$ cat config.mk
export PLATFORM = sky130hd
export DESIGN_NAME = i281_code_loader_flat
export DESIGN_NICKNAME = d
export VERILOG_FILES = /design/src/rtl/i281_code_loader_pkg.sv /design/src/rtl/i281_code_loader_if.sv /design/src/rtl/i281_byte_checksum.sv /design/src/rtl/i281_code_loader.sv /design/src/flat_wrapper.sv
export SDC_FILE = /design/constraint.sdc
export NUM_CORES = 1
export LEC_CHECK = 0
export ABC_CLOCK_PERIOD_IN_PS = 2160
export CAP_MARGIN = 20
export CORE_MARGIN = 3
export CORE_UTILIZATION = 50
export DETAILED_ROUTE_END_ITERATION = 8
export GPL_TIMING_DRIVEN = 0
export PLACE_DENSITY_LB_ADDON = 0.1
export SETUP_SLACK_MARGIN = 0.15
export SLEW_MARGIN = 20
export SYNTH_ARGS = -nofsm -noshare
export SYNTH_HDL_FRONTEND = slang
export SYNTH_SLANG_ARGS = --single-unit
$ cat constraint.sdc
create_clock -name clk -period 2.16 [get_ports clk]
set_input_delay 0.54 -clock clk [delete_from_list [all_inputs] [get_ports clk]]
set_output_delay 0.54 -clock clk [all_outputs]
set_load 0.01 [all_outputs]
$ cat src/rtl/i281_code_loader_pkg.sv
// Shared i281 loader definitions: FSM state encoding and stream framing constants.
package i281_code_loader_pkg;

  localparam int BYTES_PER_WORD = 2;

  typedef logic [2:0] state_t;

  localparam state_t S_IDLE  = 3'd0;
  localparam state_t S_HI    = 3'd1;
  localparam state_t S_LO    = 3'd2;
  localparam state_t S_WRITE = 3'd3;
  localparam state_t S_CSUM  = 3'd4;
  localparam state_t S_FIN   = 3'd5;

endpackage

$ cat src/rtl/i281_code_loader_if.sv
// Host byte stream plus code-memory write port; the loader sits on the master side.
interface i281_code_loader_if #(
  parameter int AW = 4
) ();

  logic [7:0]    in_data;
  logic          in_valid;
  logic          in_ready;
  logic          wr_en;
  logic [AW-1:0] wr_addr;
  logic [15:0]   wr_data;

  modport master (
    input  in_data, in_valid,
    output in_ready, wr_en, wr_addr, wr_data
  );

  modport slave (
    output in_data, in_valid,
    input  in_ready, wr_en, wr_addr, wr_data
  );

endinterface

$ cat src/rtl/i281_byte_checksum.sv
// 8-bit wrapping byte accumulator with clear, accumulate and compare.
module i281_byte_checksum (
  input  logic       clk,
  input  logic       rst_n,
  input  logic       clr,
  input  logic       add,
  input  logic [7:0] din,
  input  logic [7:0] cmp,
  output logic       match
);

  logic [7:0] acc;

  always_ff @(posedge clk) begin
    if (!rst_n)   acc <= '0;
    else if (clr) acc <= '0;
    else if (add) acc <= acc + din;
  end

  assign match = (acc == cmp);

endmodule

$ cat src/rtl/i281_code_loader.sv
// Loads WORDS 16-bit words from a byte stream (high byte first) into code memory,
// then verifies a trailing mod-256 checksum byte while holding the CPU.
//
// state   | meaning
// IDLE    | waiting for start, CPU released
// HI      | accepting high byte of current word
// LO      | accepting low byte of current word
// WRITE   | one-cycle memory write strobe
// CSUM    | accepting checksum byte
// FIN     | latch done/err result
module i281_code_loader
  import i281_code_loader_pkg::*;
#(
  parameter int WORDS = 16,
  parameter int AW    = 4
) (
  input  logic                 clk,
  input  logic                 rst_n,
  input  logic                 start,
  i281_code_loader_if.master   bus,
  output logic                 cpu_hold,
  output logic                 busy,
  output logic                 done,
  output logic                 err
);

  state_t        state;
  logic [AW-1:0] wr_addr;
  logic [15:0]   wr_data;
  logic          csum_ok;
  logic          xfer;
  logic          last_word;
  logic          ck_clr;
  logic          ck_add;
  logic          ck_match;

  assign xfer      = bus.in_valid && bus.in_ready;
  assign last_word = (wr_addr == AW'(WORDS - 1));
  assign ck_clr    = (state == S_IDLE) && start;
  assign ck_add    = xfer && ((state == S_HI) || (state == S_LO));

  i281_byte_checksum u_csum (
    .clk   (clk),
    .rst_n (rst_n),
    .clr   (ck_clr),
    .add   (ck_add),
    .din   (bus.in_data),
    .cmp   (bus.in_data),
    .match (ck_match)
  );

  always_ff @(posedge clk) begin
    if (!rst_n) begin
      state   <= S_IDLE;
      wr_addr <= '0;
      wr_data <= '0;
      csum_ok <= 1'b0;
      done    <= 1'b0;
      err     <= 1'b0;
    end else begin
      case (state)
        S_IDLE: if (start) begin
          state   <= S_HI;
          wr_addr <= '0;
          done    <= 1'b0;
          err     <= 1'b0;
        end
        S_HI: if (xfer) begin
          wr_data[15:8] <= bus.in_data;
          state         <= S_LO;
        end
        S_LO: if (xfer) begin
          wr_data[7:0] <= bus.in_data;
          state        <= S_WRITE;
        end
        S_WRITE: begin
          // Address stops at the last word; the checksum phase follows instead of a wrap.
          if (last_word) state <= S_CSUM;
          else begin
            wr_addr <= wr_addr + AW'(1);
            state   <= S_HI;
          end
        end
        S_CSUM: if (xfer) begin
          csum_ok <= ck_match;
          state   <= S_FIN;
        end
        S_FIN: begin
          done  <= csum_ok;
          err   <= !csum_ok;
          state <= S_IDLE;
        end
        default: state <= S_IDLE;
      endcase
    end
  end

  assign bus.in_ready = (state == S_HI) || (state == S_LO) || (state == S_CSUM);
  assign bus.wr_en    = (state == S_WRITE);
  assign bus.wr_addr  = wr_addr;
  assign bus.wr_data  = wr_data;
  assign busy         = (state != S_IDLE);
  assign cpu_hold     = busy;

endmodule

$ cat src/flat_wrapper.sv
// flat-port wrapper written by rule: the top's interface ports become plain ports
module i281_code_loader_flat import i281_code_loader_pkg::*;
#(
  parameter int WORDS = 16,
  parameter int AW    = 4
)
  (clk, rst_n, start, cpu_hold, busy, done, err, bus_in_data, bus_in_valid, bus_in_ready, bus_wr_en, bus_wr_addr, bus_wr_data);
  i281_code_loader_if #(.AW(AW)) bus_i ();
  input  logic clk;
  input  logic rst_n;
  input  logic start;
  output logic cpu_hold;
  output logic busy;
  output logic done;
  output logic err;
  input wire logic [$bits(bus_i.in_data)-1:0] bus_in_data;
  input wire logic [$bits(bus_i.in_valid)-1:0] bus_in_valid;
  output wire logic [$bits(bus_i.in_ready)-1:0] bus_in_ready;
  output wire logic [$bits(bus_i.wr_en)-1:0] bus_wr_en;
  output wire logic [$bits(bus_i.wr_addr)-1:0] bus_wr_addr;
  output wire logic [$bits(bus_i.wr_data)-1:0] bus_wr_data;
  assign bus_i.in_data = bus_in_data;
  assign bus_i.in_valid = bus_in_valid;
  assign bus_in_ready = bus_i.in_ready;
  assign bus_wr_en = bus_i.wr_en;
  assign bus_wr_addr = bus_i.wr_addr;
  assign bus_wr_data = bus_i.wr_data;
  i281_code_loader #(.WORDS(WORDS), .AW(AW)) u_core (.clk(clk), .rst_n(rst_n), .start(start), .bus(bus_i), .cpu_hold(cpu_hold), .busy(busy), .done(done), .err(err));
endmodule
==> impl_metrics.prom <==
# TYPE chip_impl_metric gauge
chip_impl_metric{name="synth_enable_flop_cells",unit=""} 0
chip_impl_metric{name="cts-root-to-sink-buffers",unit=""} 2
chip_impl_metric{name="drive_above_1_share",unit=""} 0.173
chip_impl_metric{name="clock_latency",unit="ns"} 0.33
chip_impl_metric{name="yosys_register_bits",unit=""} 34
chip_impl_metric{name="initialDrtViolationCount",unit=""} 81
chip_impl_metric{name="grt_first_pass_wirelength",unit="mm"} 7.60
chip_impl_metric{name="placeableCoreArea",unit="um^2"} 3200
chip_impl_metric{name="amount_of_wire_on_met3_after_detailed_routing",unit="um"} 167
chip_impl_metric{name="skew",unit="ns"} 0.0107
chip_impl_metric{name="final_net_count",unit=""} 274
chip_impl_info{name="crit_path_end_kind",value="output port"} 1
chip_impl_metric{name="synth.lib_cells_used.distinct",unit=""} 44
chip_impl_metric{name="intPower",unit="W"} 0.00119
chip_impl_metric{name="grt.overflow.total",unit=""} 0
chip_impl_metric{name="post_synthesis_cell_area",unit="um^2"} 1750
chip_impl_metric{name="lkg_pwr",unit="nW"} 0.903
chip_impl_info{name="timing.critical_path.cells",value="buf_8 > or3_4 > buf_6 > buf_6"} 1
chip_impl_metric{name="postRouteAntennaNets",unit=""} 0
chip_impl_metric{name="grt_start_max_net_pins",unit=""} 12
chip_impl_metric{name="remaining_drc_errors",unit=""} 0
chip_impl_metric{name="grt_use_total",unit=""} 0.226
chip_impl_metric{name="routed_via_density",unit=""} 5.36
chip_impl_metric{name="hold-path-cell-count",unit=""} 2
chip_impl_metric{name="wire_per_inst",unit="um"} 14.2
chip_impl_metric{name="final_area",unit="um^2"} 2440
chip_impl_info{name="yosys_most_used_dff",value="sky130_fd_sc_hd__dfxtp_1"} 1
chip_impl_metric{name="dp_hpwl",unit="mm"} 3.03
chip_impl_metric{name="seq_total_area_yosys",unit=""} 0.388
chip_impl_metric{name="timing_hold_violations_final",unit=""} 0
chip_impl_metric{name="initial_core_util",unit=""} 0.547
chip_impl_info{name="timing.critical_path.from",value="u_core.state[1]"} 1
chip_impl_metric{name="growth_of_design_area_from_synthesis_to_finish",unit="%"} 39.2
chip_impl_metric{name="rows",unit=""} 20
chip_impl_metric{name="dieHeight",unit="um"} 65.2
chip_impl_metric{name="drt_pass1_iterations",unit=""} 4
chip_impl_info{name="critical_path.startpoint_type",value="flop"} 1
chip_impl_info{name="criticalPathCategory",value="flop to output port"} 1
chip_impl_metric{name="post-layout-total-power",unit="W"} 0.00157
chip_impl_metric{name="place_area",unit="um^2"} 2180
chip_impl_info{name="run_status",value="completed"} 1
chip_impl_metric{name="syn_avg_cell_area",unit="um^2"} 8.64
chip_impl_metric{name="power_per_cell_area",unit="nW/um^2"} 642
chip_impl_metric{name="total_of_endpoints_with_negative_setup_slack_in_the_final_report",unit=""} 0
chip_impl_metric{name="finalCritPeriodShare",unit=""} 0.918
chip_impl_metric{name="total_net_switching_power",unit="W"} 0.000379
chip_impl_metric{name="placed_cells_incl_taps",unit=""} 284
chip_impl_metric{name="yosys_warnings",unit=""} 0
chip_impl_metric{name="share_comb_of_total_power",unit=""} 0.187
chip_impl_metric{name="wl_met1",unit="mm"} 1.91
chip_impl_metric{name="buffer_ports.inserted",unit=""} 37
chip_impl_metric{name="number_of_buffers_inserted_during_clock_tree_synthesis",unit=""} 5
chip_impl_info{name="tritoncts_clock_tree",value="yes"} 1
chip_impl_metric{name="share_seq_of_total_power",unit=""} 0.423
chip_impl_metric{name="final.setup.tns",unit="ns"} 0
chip_impl_metric{name="final_cell_count_no_fill",unit=""} 298
chip_impl_metric{name="timing_max_transition_violations_final",unit=""} 0
chip_impl_metric{name="routability_driven_placement_congestion_ratio",unit=""} 0.805
chip_impl_metric{name="routed-via-count",unit=""} 1598
chip_impl_metric{name="max_stage_delay",unit="ns"} 0.39
chip_impl_metric{name="die-width",unit="um"} 65.2
chip_impl_metric{name="r2r_cells",unit=""} 8
chip_impl_metric{name="cp.required",unit="ns"} 1.62
chip_impl_metric{name="syn-num-nets",unit=""} 224
chip_impl_metric{name="num_antenna_cells",unit=""} 0
chip_impl_metric{name="clock_power_share",unit=""} 0.390
chip_impl_info{name="min_path_type",value="flop to flop"} 1
chip_impl_info{name="setup_repair_after_global_routing_missed_its_margin",value="true"} 1
chip_impl_metric{name="upper_clock_frequency_limit",unit="GHz"} 0.504
chip_impl_metric{name="die_area",unit="um^2"} 4250
chip_impl_metric{name="p_sw_frac",unit=""} 0.242
chip_impl_info{name="reg2reg_from",value="u_core.u_csum.acc[0]"} 1
chip_impl_info{name="route.top_layer_used",value="met4"} 1
chip_impl_metric{name="clk_pin_slew",unit="ns"} 0.11
chip_impl_info{name="hold_path_startpoint",value="u_core.bus.wr_data[2]"} 1
chip_impl_metric{name="maxSlewHeadroom",unit=""} 0.630
chip_impl_info{name="clock-root-buffer",value="sky130_fd_sc_hd__clkbuf_4"} 1
chip_impl_metric{name="totalWireLength",unit="mm"} 4.24
chip_impl_metric{name="cts.htree.levels",unit=""} 2
chip_impl_metric{name="dr_wl_met2",unit="mm"} 2.12
chip_impl_metric{name="worst_pin_slew",unit="ns"} 0.554
chip_impl_metric{name="cap_violations",unit=""} 0
chip_impl_metric{name="grt_antenna_before_repair",unit=""} 0
chip_impl_metric{name="grt_pass1_vias",unit=""} 1635
chip_impl_metric{name="io_pins",unit=""} 38
chip_impl_metric{name="async_flop_share",unit=""} 0
chip_impl_metric{name="worst-path-max-fanout",unit=""} 6
chip_impl_info{name="critical-path-top-cell-by-count",value="sky130_fd_sc_hd__buf_6"} 1
chip_impl_metric{name="cp_data_arrival_time",unit="ns"} 1.44
chip_impl_metric{name="max-vdd-ir-drop",unit="mV"} 0.410
chip_impl_metric{name="cts.sinks",unit=""} 34
chip_impl_info{name="critical_path.slowest_cell",value="sky130_fd_sc_hd__or3_4"} 1
chip_impl_metric{name="finalWorstPathRequiredPeriod",unit="ns"} 1.98
chip_impl_metric{name="syn-instance-count",unit=""} 203
[critical path: cells and delay by family, from the launching register on]
| kind | cells | cell delay (ns) |
|---|---|---|
| AND/OR/NAND/NOR | 1 | 0.39 |
| flip-flops | 1 | 0.37 |
| buffers and inverters | 3 | 0.36 |
[flip-flops by register name, summed over array words and instances, names as in the netlist]
signal,count
u_core.u_csum.acc,8
u_core.csum_ok,1
u_core.err,1
u_core.done,1
u_core.state,3
u_core.bus.wr_data,16
u_core.bus.wr_addr,4
[final cells by class]
| type | instances | area, um^2 |
|---|---|---|
| Clock buffer | 6 | 51.3 |
| Fill cell | 269 | 763 |
| Sequential cell | 34 | 687 |
| Tap cell | 44 | 55.1 |
| Multi-Input combinational cell | 157 | 1100 |
| Clock inverter | 2 | 60.1 |
| Timing Repair Buffer | 43 | 405 |
| Inverter | 4 | 15.0 |
| Buffer | 8 | 62.6 |
[what timing repair did]
item,CTS,global route
setup endpoints to repair,7,6
buffers inserted,1,5
resized for setup,30,10
pin swaps,2,1
hold buffers,0,0
[cells in the mapped netlist, drive strengths merged (3+ instances only)]
cell type	count	area share
a211oi	5	0.021
nand2b	5	0.018
clkbuf	3	0.0064
nor2b	14	0.050
dfxtp	34	0.39
o21a	4	0.017
nand3	10	0.029
a21boi	12	0.051
nor2	11	0.026
nand2	28	0.061
and3	3	0.011
o21ai	8	0.025
ha	8	0.057
buf	5	0.016
xnor2	3	0.015
inv	4	0.0086
nor3	5	0.014
mux2i	8	0.046
a21oi	12	0.036
[through the flow]
stage          setup WS (ns)  utilization  hold WS (ns)
6_report               0.177        0.762         0.457
5_1_grt                0.102        0.762         0.479
4_1_cts                0.157        0.745         0.461
3_5_place_dp          -0.382        0.680         0.445
3_3_place_gp          -0.366        0.680         0.443
2_1_floorplan          0.246            -         0.436
[power by group through the flow]
stage	registers (W)	clock network [W]	logic, W
floorplan	0.000678	0	0.000156
global placement	0.000674	0	0.000257
detailed placement	0.000675	0	0.000261
CTS	0.000664	0.000618	0.000278
global route	0.000666	0.000638	0.000324
finish	0.000663	0.000611	0.000292
[kinds of logic after synthesis]
| group | Yosys count | synth area share |
|---|---|---|
| simple gates | 88 | 0.258 |
| flops | 34 | 0.388 |
| compound gates | 47 | 0.183 |
| fa+ha+maj | 9 | 0.0685 |
| xor+xnor | 5 | 0.0250 |
| mux | 8 | 0.0457 |
| buf+inv | 12 | 0.0307 |
[layer usage]
metal | track usage | vias up
met4 | 0.0544 | 0
met5 | 0 | -
met2 | 0.422 | 36
li1 | - | 815
met1 | 0.262 | 742
met3 | 0.0427 | 5
[placed cells by master (no fill, tap or decap), types with 3 or more instances in the layout]
master | Yosys | final
sky130_fd_sc_hd__dfxtp_1 | 34 | 31
sky130_fd_sc_hd__nand2_1 | 27 | 27
sky130_fd_sc_hd__clkdlybuf4s50_1 | 0 | 26
sky130_fd_sc_hd__nor2b_1 | 14 | 14
sky130_fd_sc_hd__nand3_1 | 10 | 10
sky130_fd_sc_hd__nor2_1 | 9 | 9
sky130_fd_sc_hd__a21oi_1 | 11 | 9
sky130_fd_sc_hd__a21boi_1 | 8 | 8
sky130_fd_sc_hd__mux2i_1 | 8 | 8
sky130_fd_sc_hd__dlygate4sd2_1 | 0 | 7
sky130_fd_sc_hd__buf_4 | 1 | 6
sky130_fd_sc_hd__o21ai_0 | 5 | 5
sky130_fd_sc_hd__nor3_1 | 5 | 5
sky130_fd_sc_hd__nand2b_1 | 5 | 5
sky130_fd_sc_hd__ha_4 | 0 | 5
sky130_fd_sc_hd__clkbuf_4 | 0 | 5
sky130_fd_sc_hd__o21a_1 | 4 | 4
sky130_fd_sc_hd__a21boi_0 | 4 | 4
sky130_fd_sc_hd__a211oi_1 | 5 | 4
sky130_fd_sc_hd__inv_1 | 3 | 3
sky130_fd_sc_hd__buf_6 | 0 | 3
sky130_fd_sc_hd__xnor2_1 | 3 | 3
sky130_fd_sc_hd__buf_2 | 4 | 3
sky130_fd_sc_hd__a21oi_2 | 1 | 3
sky130_fd_sc_hd__and3_1 | 3 | 3
[path summary, 6_finish.rpt]
| check | slack [ns] | end |
|---|---|---|
| setup / recovery | 0.18 | cpu_hold |
| hold / removal | 0.46 | u_core.bus.wr_data[2] |
| setup reg to reg | 0.37 | u_core.u_csum.acc[6] |
| hold reg to reg | 0.46 | u_core.bus.wr_data[2] |
No activity file was read; power rests on OpenSTA's default activity.
